$ cat src/rtl/multiplicant_gen_pkg.sv
// Width and packed-bus index helpers shared by the partial-product generator
// and its per-lane sub-module.
package multiplicant_gen_pkg;

    function automatic int pp_bits(input int input_bits, input int weight_bits);
        return input_bits * weight_bits;
    endfunction

    function automatic int prod_bits(input int input_bits, input int weight_bits);
        return input_bits + weight_bits;
    endfunction

    // Flat position of partial product (activation bit a, weight bit b) of a lane.
    function automatic int pp_index(input int lane, input int a, input int b,
                                    input int input_bits, input int weight_bits);
        return (lane * input_bits + a) * weight_bits + b;
    endfunction

    function automatic int lane_lsb(input int lane, input int width);
        return lane * width;
    endfunction

endpackage

$ cat src/rtl/multiplicant_lane.sv
// Combinational partial-product matrix and unsigned product for one
// activation/weight pair.
module multiplicant_lane
    import multiplicant_gen_pkg::*;
#(
    parameter int INPUT_BITS  = 3,
    parameter int WEIGHT_BITS = 3
) (
    input  logic [INPUT_BITS-1:0]                              activation,
    input  logic [WEIGHT_BITS-1:0]                             weight,
    output logic [pp_bits(INPUT_BITS, WEIGHT_BITS)-1:0]        partials,
    output logic [prod_bits(INPUT_BITS, WEIGHT_BITS)-1:0]      product
);

    localparam int PROD_BITS = prod_bits(INPUT_BITS, WEIGHT_BITS);

    generate
        for (genvar gi = 0; gi < INPUT_BITS; gi++) begin : g_act
            for (genvar gj = 0; gj < WEIGHT_BITS; gj++) begin : g_wgt
                assign partials[pp_index(0, gi, gj, INPUT_BITS, WEIGHT_BITS)] =
                    activation[gi] & weight[gj];
            end
        end
    endgenerate

    // Shift-and-add of the bit matrix; the sum fits PROD_BITS by construction.
    logic [PROD_BITS-1:0] sum;
    logic [PROD_BITS-1:0] term;

    always_comb begin
        sum  = '0;
        term = '0;
        for (int a = 0; a < INPUT_BITS; a++) begin
            for (int b = 0; b < WEIGHT_BITS; b++) begin
                term = {{(PROD_BITS-1){1'b0}},
                        partials[pp_index(0, a, b, INPUT_BITS, WEIGHT_BITS)]};
                sum  = sum + (term << (a + b));
            end
        end
    end

    assign product = sum;

endmodule

$ cat src/rtl/multiplicant_gen.sv
// Registered partial-product generator: N_INPUTS independent lanes feeding
// bit matrices and unsigned products to the accumulator tree, 1-cycle latency.
module multiplicant_gen
    import multiplicant_gen_pkg::*;
#(
    parameter int N_INPUTS    = 4,
    parameter int WEIGHT_BITS = 3,
    parameter int INPUT_BITS  = 3
) (
    input  logic                                                     clk,
    input  logic                                                     rst,
    input  logic                                                     in_valid,
    input  logic [N_INPUTS*INPUT_BITS-1:0]                           inputs,
    input  logic [N_INPUTS*WEIGHT_BITS-1:0]                          weights,
    output logic                                                     out_valid,
    output logic [N_INPUTS*INPUT_BITS*WEIGHT_BITS-1:0]               multiplicants,
    output logic [N_INPUTS*(INPUT_BITS+WEIGHT_BITS)-1:0]             products
);

    localparam int PP_BITS   = pp_bits(INPUT_BITS, WEIGHT_BITS);
    localparam int PROD_BITS = prod_bits(INPUT_BITS, WEIGHT_BITS);

    logic [N_INPUTS*PP_BITS-1:0]   multiplicants_next;
    logic [N_INPUTS*PP_BITS-1:0]   multiplicants_reg;
    logic [N_INPUTS*PROD_BITS-1:0] products_next;
    logic [N_INPUTS*PROD_BITS-1:0] products_reg;
    logic                          out_valid_reg;

    generate
        for (genvar gi = 0; gi < N_INPUTS; gi++) begin : g_lane
            multiplicant_lane #(
                .INPUT_BITS  (INPUT_BITS),
                .WEIGHT_BITS (WEIGHT_BITS)
            ) u_lane (
                .activation (inputs[lane_lsb(gi, INPUT_BITS) +: INPUT_BITS]),
                .weight     (weights[lane_lsb(gi, WEIGHT_BITS) +: WEIGHT_BITS]),
                .partials   (multiplicants_next[lane_lsb(gi, PP_BITS) +: PP_BITS]),
                .product    (products_next[lane_lsb(gi, PROD_BITS) +: PROD_BITS])
            );
        end
    endgenerate

    // Data registers hold when no new set arrives; only the valid flag drops.
    always_ff @(posedge clk) begin
        if (rst) begin
            multiplicants_reg <= '0;
            products_reg      <= '0;
            out_valid_reg     <= 1'b0;
        end else begin
            out_valid_reg <= in_valid;
            if (in_valid) begin
                multiplicants_reg <= multiplicants_next;
                products_reg      <= products_next;
            end
        end
    end

    assign out_valid     = out_valid_reg;
    assign multiplicants = multiplicants_reg;
    assign products      = products_reg;

endmodule

$ cat config.mk
export PLATFORM = sky130hd
export DESIGN_NAME = multiplicant_gen
export DESIGN_NICKNAME = d
export VERILOG_FILES = /design/src/rtl/multiplicant_gen_pkg.sv /design/src/rtl/multiplicant_lane.sv /design/src/rtl/multiplicant_gen.sv
export SDC_FILE = /design/constraint.sdc
export NUM_CORES = 1
export LEC_CHECK = 0
export ABC_AREA = 1
export ABC_CLOCK_PERIOD_IN_PS = 3550
export BUFFER_PORTS_ARGS = -buffer_cell sky130_fd_sc_hd__buf_2
export CAP_MARGIN = 25
export CORE_MARGIN = 4
export CORE_UTILIZATION = 32
export DETAILED_ROUTE_END_ITERATION = 16
export GPL_ROUTABILITY_DRIVEN = 1
export HOLD_SLACK_MARGIN = 0.05
export PLACE_DENSITY = 0.57
export SYNTH_ARGS = -nofsm -noshare
export SYNTH_HDL_FRONTEND = slang
export SYNTH_HIERARCHICAL = 1
export SYNTH_SLANG_ARGS = --single-unit
$ cat constraint.sdc
create_clock -name clk -period 3.55 [get_ports clk]
set_input_delay 0 -clock clk [delete_from_list [all_inputs] [get_ports clk]]
set_output_delay 0 -clock clk [all_outputs]
set_load 0.01 [all_outputs]
-- Yosys cells after proc, flatten, opt, wreduce, memory -nomap -nowiden
Index checks and enable logic that the tools add are counted.
- input port bits: 27
- logic and storage cells: 71
- output and inout port bits: 61
- register bits after elaboration: 61
- add/subtract/negate cells: 32
- bitwise logic cells: 36
- operators with widths (operator ; count):
    $add A6 B3 Y6 ; 12
    $add A6 B4 Y6 ; 8
    $and A1 B1 Y1 ; 36
    $add A6 B2 Y6 ; 4
    $add A6 B5 Y6 ; 4
    $add A1 B2 Y3 ; 4

-- Longest topological paths before layout
- word-level depth: 9
- gate-level depth with buffers: 15
- mapped depth without buffers: 15

-- Modules after synthesis
Netlist, hierarchy kept.
- modules (own cells, without submodules) (module ; sequential area each (µm²) ; area an instance (µm²) ; times used ; cells an instance):
    multiplicant_gen ; 1221.2 ; 2447.3 ; 1 ; 383
    multiplicant_lane ; 0.0 ; 191.4 ; 4 ; 30

-- Least setup slack after synthesis
OpenSTA, ideal clock, no wires.
- path type: input to register
- from: in inputs[3]
- to: reg products_reg[10], in the netlist products[10]
- stages on the path: 15
- buffers on the path: 0
- setup time: 0.113 ns
- data required time: 3.437 ns
- setup slack: 1.662 ns
- data arrival time: 1.775 ns
- cells stage by stage: nand2_1 > inv_1 > ha_1 > ha_1 > inv_1 > fa_1 > inv_1 > ha_1 > inv_1 > fa_1 > inv_1 > inv_1 > nand2_1 > nand2_1 > nor2_1
- word-level cells in the longest chain between the ends: 9
- elaborated cells between the ends (all ways): 11
- those cells by class: add/sub (8); bitwise (3)
- RTL lines (item ; RTL line ; RTL):
    start: declaration ; multiplicant_gen.sv:13 ; input logic [N_INPUTS*INPUT_BITS-1:0] inputs,
    $and A1 B1 Y1 ; multiplicant_lane.sv:21 ; activation[gi] & weight[gj];
    net multiplicants_next[10] ; multiplicant_gen.sv:23 ; logic [N_INPUTS*PP_BITS-1:0] multiplicants_next;
    $add A1 B2 Y3 ; multiplicant_lane.sv:37 ; sum = sum + (term << (a + b));
    $add A6 B3 Y6 ; multiplicant_lane.sv:37 ;
    $add A6 B2 Y6 ; multiplicant_lane.sv:37 ;
    $add A6 B3 Y6 ; multiplicant_lane.sv:37 ;
    $add A6 B4 Y6 ; multiplicant_lane.sv:37 ;
    $add A6 B3 Y6 ; multiplicant_lane.sv:37 ;
    $add A6 B4 Y6 ; multiplicant_lane.sv:37 ;
    $add A6 B5 Y6 ; multiplicant_lane.sv:37 ;
    net products_next[10] ; multiplicant_gen.sv:25 ; logic [N_INPUTS*PROD_BITS-1:0] products_next;
    end signal: assignment ; multiplicant_gen.sv:53 ; products_reg <= products_next;
    end: declaration ; multiplicant_gen.sv:26 ; logic [N_INPUTS*PROD_BITS-1:0] products_reg;
The timed path passes the listed nets, and every way through them passes these cells.
A chain may end at the register's enable or synchronous reset.

-- Final worst setup path
- from: in inputs[10]
- to: reg products_reg[22], in the netlist products[22]
- word-level cells in the longest chain between the ends: 7
- elaborated cells between the ends (all ways): 9
- those cells by class: add/sub (6); bitwise (3)
- RTL lines (item ; RTL line):
    $and A1 B1 Y1 ; multiplicant_lane.sv:21
    net multiplicants_next[30] ; multiplicant_gen.sv:23
    $add A6 B2 Y6 ; multiplicant_lane.sv:37
    $add A6 B3 Y6 ; multiplicant_lane.sv:37
    $add A6 B4 Y6 ; multiplicant_lane.sv:37
    $add A6 B3 Y6 ; multiplicant_lane.sv:37
    $add A6 B4 Y6 ; multiplicant_lane.sv:37
    $add A6 B5 Y6 ; multiplicant_lane.sv:37
    net products_next[22] ; multiplicant_gen.sv:25
The timed path passes the listed nets, and every way through them passes these cells.

==> flow_summary.yaml <==
timing:
  whs_ns: 0.0698
  setup_viol: 0
  hold_violations: 0
  min_period_ns: 2.93
  skew_ns: 0
  setup-tns-final_ns: 0
  relSlewSlack: 0.612
  max_freq_ghz: 0.342
  rsz0062_at_grt: "no"
  tightest_slew_ns: 0.582
  slew_viol_final: 0
  finalCritPeriodShare: 0.824
route:
  routedWlPerCell_um: 9.58
  drt_iter0_drc: 123
  postRouteAntennaNets: 0
  drt-pass1-iter-count: 5
  via_per_inst: 4.04
  drc: 0
  wirelength_mm: 6.95
  dr_total_vias: 2932
power:
  swShare: 0.275
  pwr_density_cell_nw_per_um2: 437
  ir_drop_mv: 0.194
  p_sw_uw: 486
  p_int_uw: 1290
  seqPwrFrac: 0.426
  combPwrFrac: 0.168
  clkPwrFrac: 0.406
  p_leak_uw: 0.00249
global_routing:
  antenna_found_initial: 0
  grt.overflow.total: 0
  grt_pass1_wl_mm: 12.0
  grt_pass1_vias: 2744
  grt_max_degree: 62
  track_usage: 0.129
synthesis:
  synth.distinct_cells: 11
  synth_edf_count: 0
  synth_top_area_frac: 0.380
  synth_area_um2: 3210
  netlist_instances: 503
  yosys.cell_count.top_type: "nand2_1"
  ys_seq_area_frac: 0.380
  ys_seq_elements: 61
  synthTopCellsByCount: "nand2_1 (156), nor2_1 (121), inv_1 (117)"
  avgSynthCellArea_um2: 6.39
  ys_warn_count: 6
  synth_top_cell_by_area: "dfxtp_1"
  ys.flop_type: "dfxtp_1"
  async_reset_ff_frac: 0
  syn_nets: 554
  synth.area.top_cells: "dfxtp_1 (38%), nand2_1 (18%), nor2_1 (14%), inv_1 (14%), fa_1 (7.5%)"
hold_path:
  min_to: "multiplicants[2]$_SDFFE_PP0P_"
  min_from: "weights[2]"
  whs_path_depth: 7
  hp-class: "input port to register"
die:
  num_rows: 36
  die_w_um: 108
  core_area_um2: 9770
  dieArea_um2: 11700
  fp.dieH_um: 108
  start_util: 0.329
  boundaryPins: 88
critical_path:
  critPathKind: "input port to register"
  critPathArrivalTime_ns: 3.17
  end_kind: "register"
  slowest_stage: "dlygate4sd3_1"
  cp_cell_sequence: "dlygate4sd3_1 -> buf_2 -> nand2_1 -> dlygate4sd3_1 -> inv_1 -> ha_1 -> ha_1 -> inv_1 -> fa_1 -> inv_1 -> ha_1 -> inv_1 -> fa_1 -> inv_1 -> inv_1 -> nand2_1 -> nand2_1 -> nor2_1"
  crit_path_max_incr_delay_ns: 0.56
  rrSetupSlack_ns: 2.97
  crit_top_cell: "inv_1"
  reg2regPathDepth: 2
  critPathRequiredTime_ns: 3.79
  rr_startpoint: "multiplicants[33]$_SDFFE_PP0P_"
  reg2reg_to: "multiplicants[33]$_SDFFE_PP0P_"
  start_kind: "input port"
  critPathMaxFanout: 3
placed_design:
  portBuffers: 87
  gp_congestion: 0.831
  hpwl_mm: 5.03
layout:
  utilization: 0.415
  num_antenna_cells: 0
  nNetsFinal: 639
  layout-drive-gt1-share: 0.179
  syn_to_final_growth_pct: 26.1
  largest_reg_flops: 36
  fill_cells: 1076
clocking:
  htree_levels: 3
  clock_latency_ns: 0.34
  cts_max_path_buffers: 2
  cts_tree: "done"
  clk_pin_slew_worst_paths_ns: 0.07
  cts.sinks: 61
  cts_made_buffers: 9
  root_buffer: "clkbuf_8"
  cts_resized: 0
outcome:
  status: "complete, no violations"
flow_run:
  cap_violations: 0
-- routing by layer --
metal	part of all wire	vias to the layer above	GRT usage
met5	0	-	0
met4	0.019	0	0.0649
met3	0.064	15	0.0388
met2	0.45	68	0.215
met1	0.46	1289	0.150
li1	-	1560	-
-- worst max path at each step --
stage,depth (start not counted),to,slack [ns],from
detailed placement,16,products[22]$_SDFFE_PP0P_,1.39,inputs[9]
global placement,16,products[4]$_SDFFE_PP0P_,1.41,inputs[0]
finish,18,products[22]$_SDFFE_PP0P_,0.62,inputs[10]
CTS,18,products[22]$_SDFFE_PP0P_,0.67,weights[10]
floorplan,15,products[10]$_SDFFE_PP0P_,1.66,inputs[3]
global route,18,products[22]$_SDFFE_PP0P_,0.48,inputs[10]
-- area by class of cell --
type                       count  area, µm²  share of cell area
multi-input combinational    301       1430               0.353
tap                          133        166              0.0411
timing repair buffer          97        558               0.138
clock buffer                  11        151              0.0374
clock inverter                 5       82.6              0.0204
sequential                    61       1220               0.301
inverter                     118        443               0.109
-- metrics by stage --
step | setup WS [ns] | power (µW) | std cells | cell area (µm²)
after floorplan | 1.66 | 963 | 503 | 3210
after global placement | 1.41 | 1060 | 700 | 3700
after detailed placement | 1.39 | 1060 | 701 | 3720
after CTS | 0.673 | 1810 | 725 | 4030
after global routing | 0.476 | 1890 | 726 | 4050
final | 0.624 | 1770 | 726 | 4050
-- placed cells by master, fill, tap and decap left out, drive strengths merged --
cell type,synthesis,final
clkinvlp,0,3
dlygate4sd3,0,8
ha,12,12
nor2,121,121
fa,12,12
inv,117,118
nand2,156,156
clkbuf,6,11
buf,17,89
bufinv,0,2
dfxtp,61,61
-- worst max-delay path, delay by kind of cell --
family / cells / cell delay (ns)
buf+inv: 9 / 1.55
simple gates: 4 / 0.22
fa+ha+maj: 5 / 1.38
-- timing repair --
| item | in CTS | in global routing |
|---|---|---|
| endpoints found under the hold margin | 7 | 0 |
| setup buffers | 0 | 0 |
| hold buffers | 8 | 0 |
-- kinds of logic (layout without fill, tap and decap cells) --
group         Yosys count  after routing  share of synthesized area
fa+ha+maj              24             24                      0.121
buf+inv               141            231                      0.175
flops                  61             61                      0.380
simple gates          277            277                      0.324
-- power groups by stage --
stage                     registers, µW  clock network (µW)  logic [µW]
after floorplan                     792                   0         171
after global placement              770                   0         287
after detailed placement            771                   0         293
after CTS                           756                 755         300
after global routing                761                 778         350
final                               755                 720         297
Note: power is estimated with default switching activity, not from simulation.
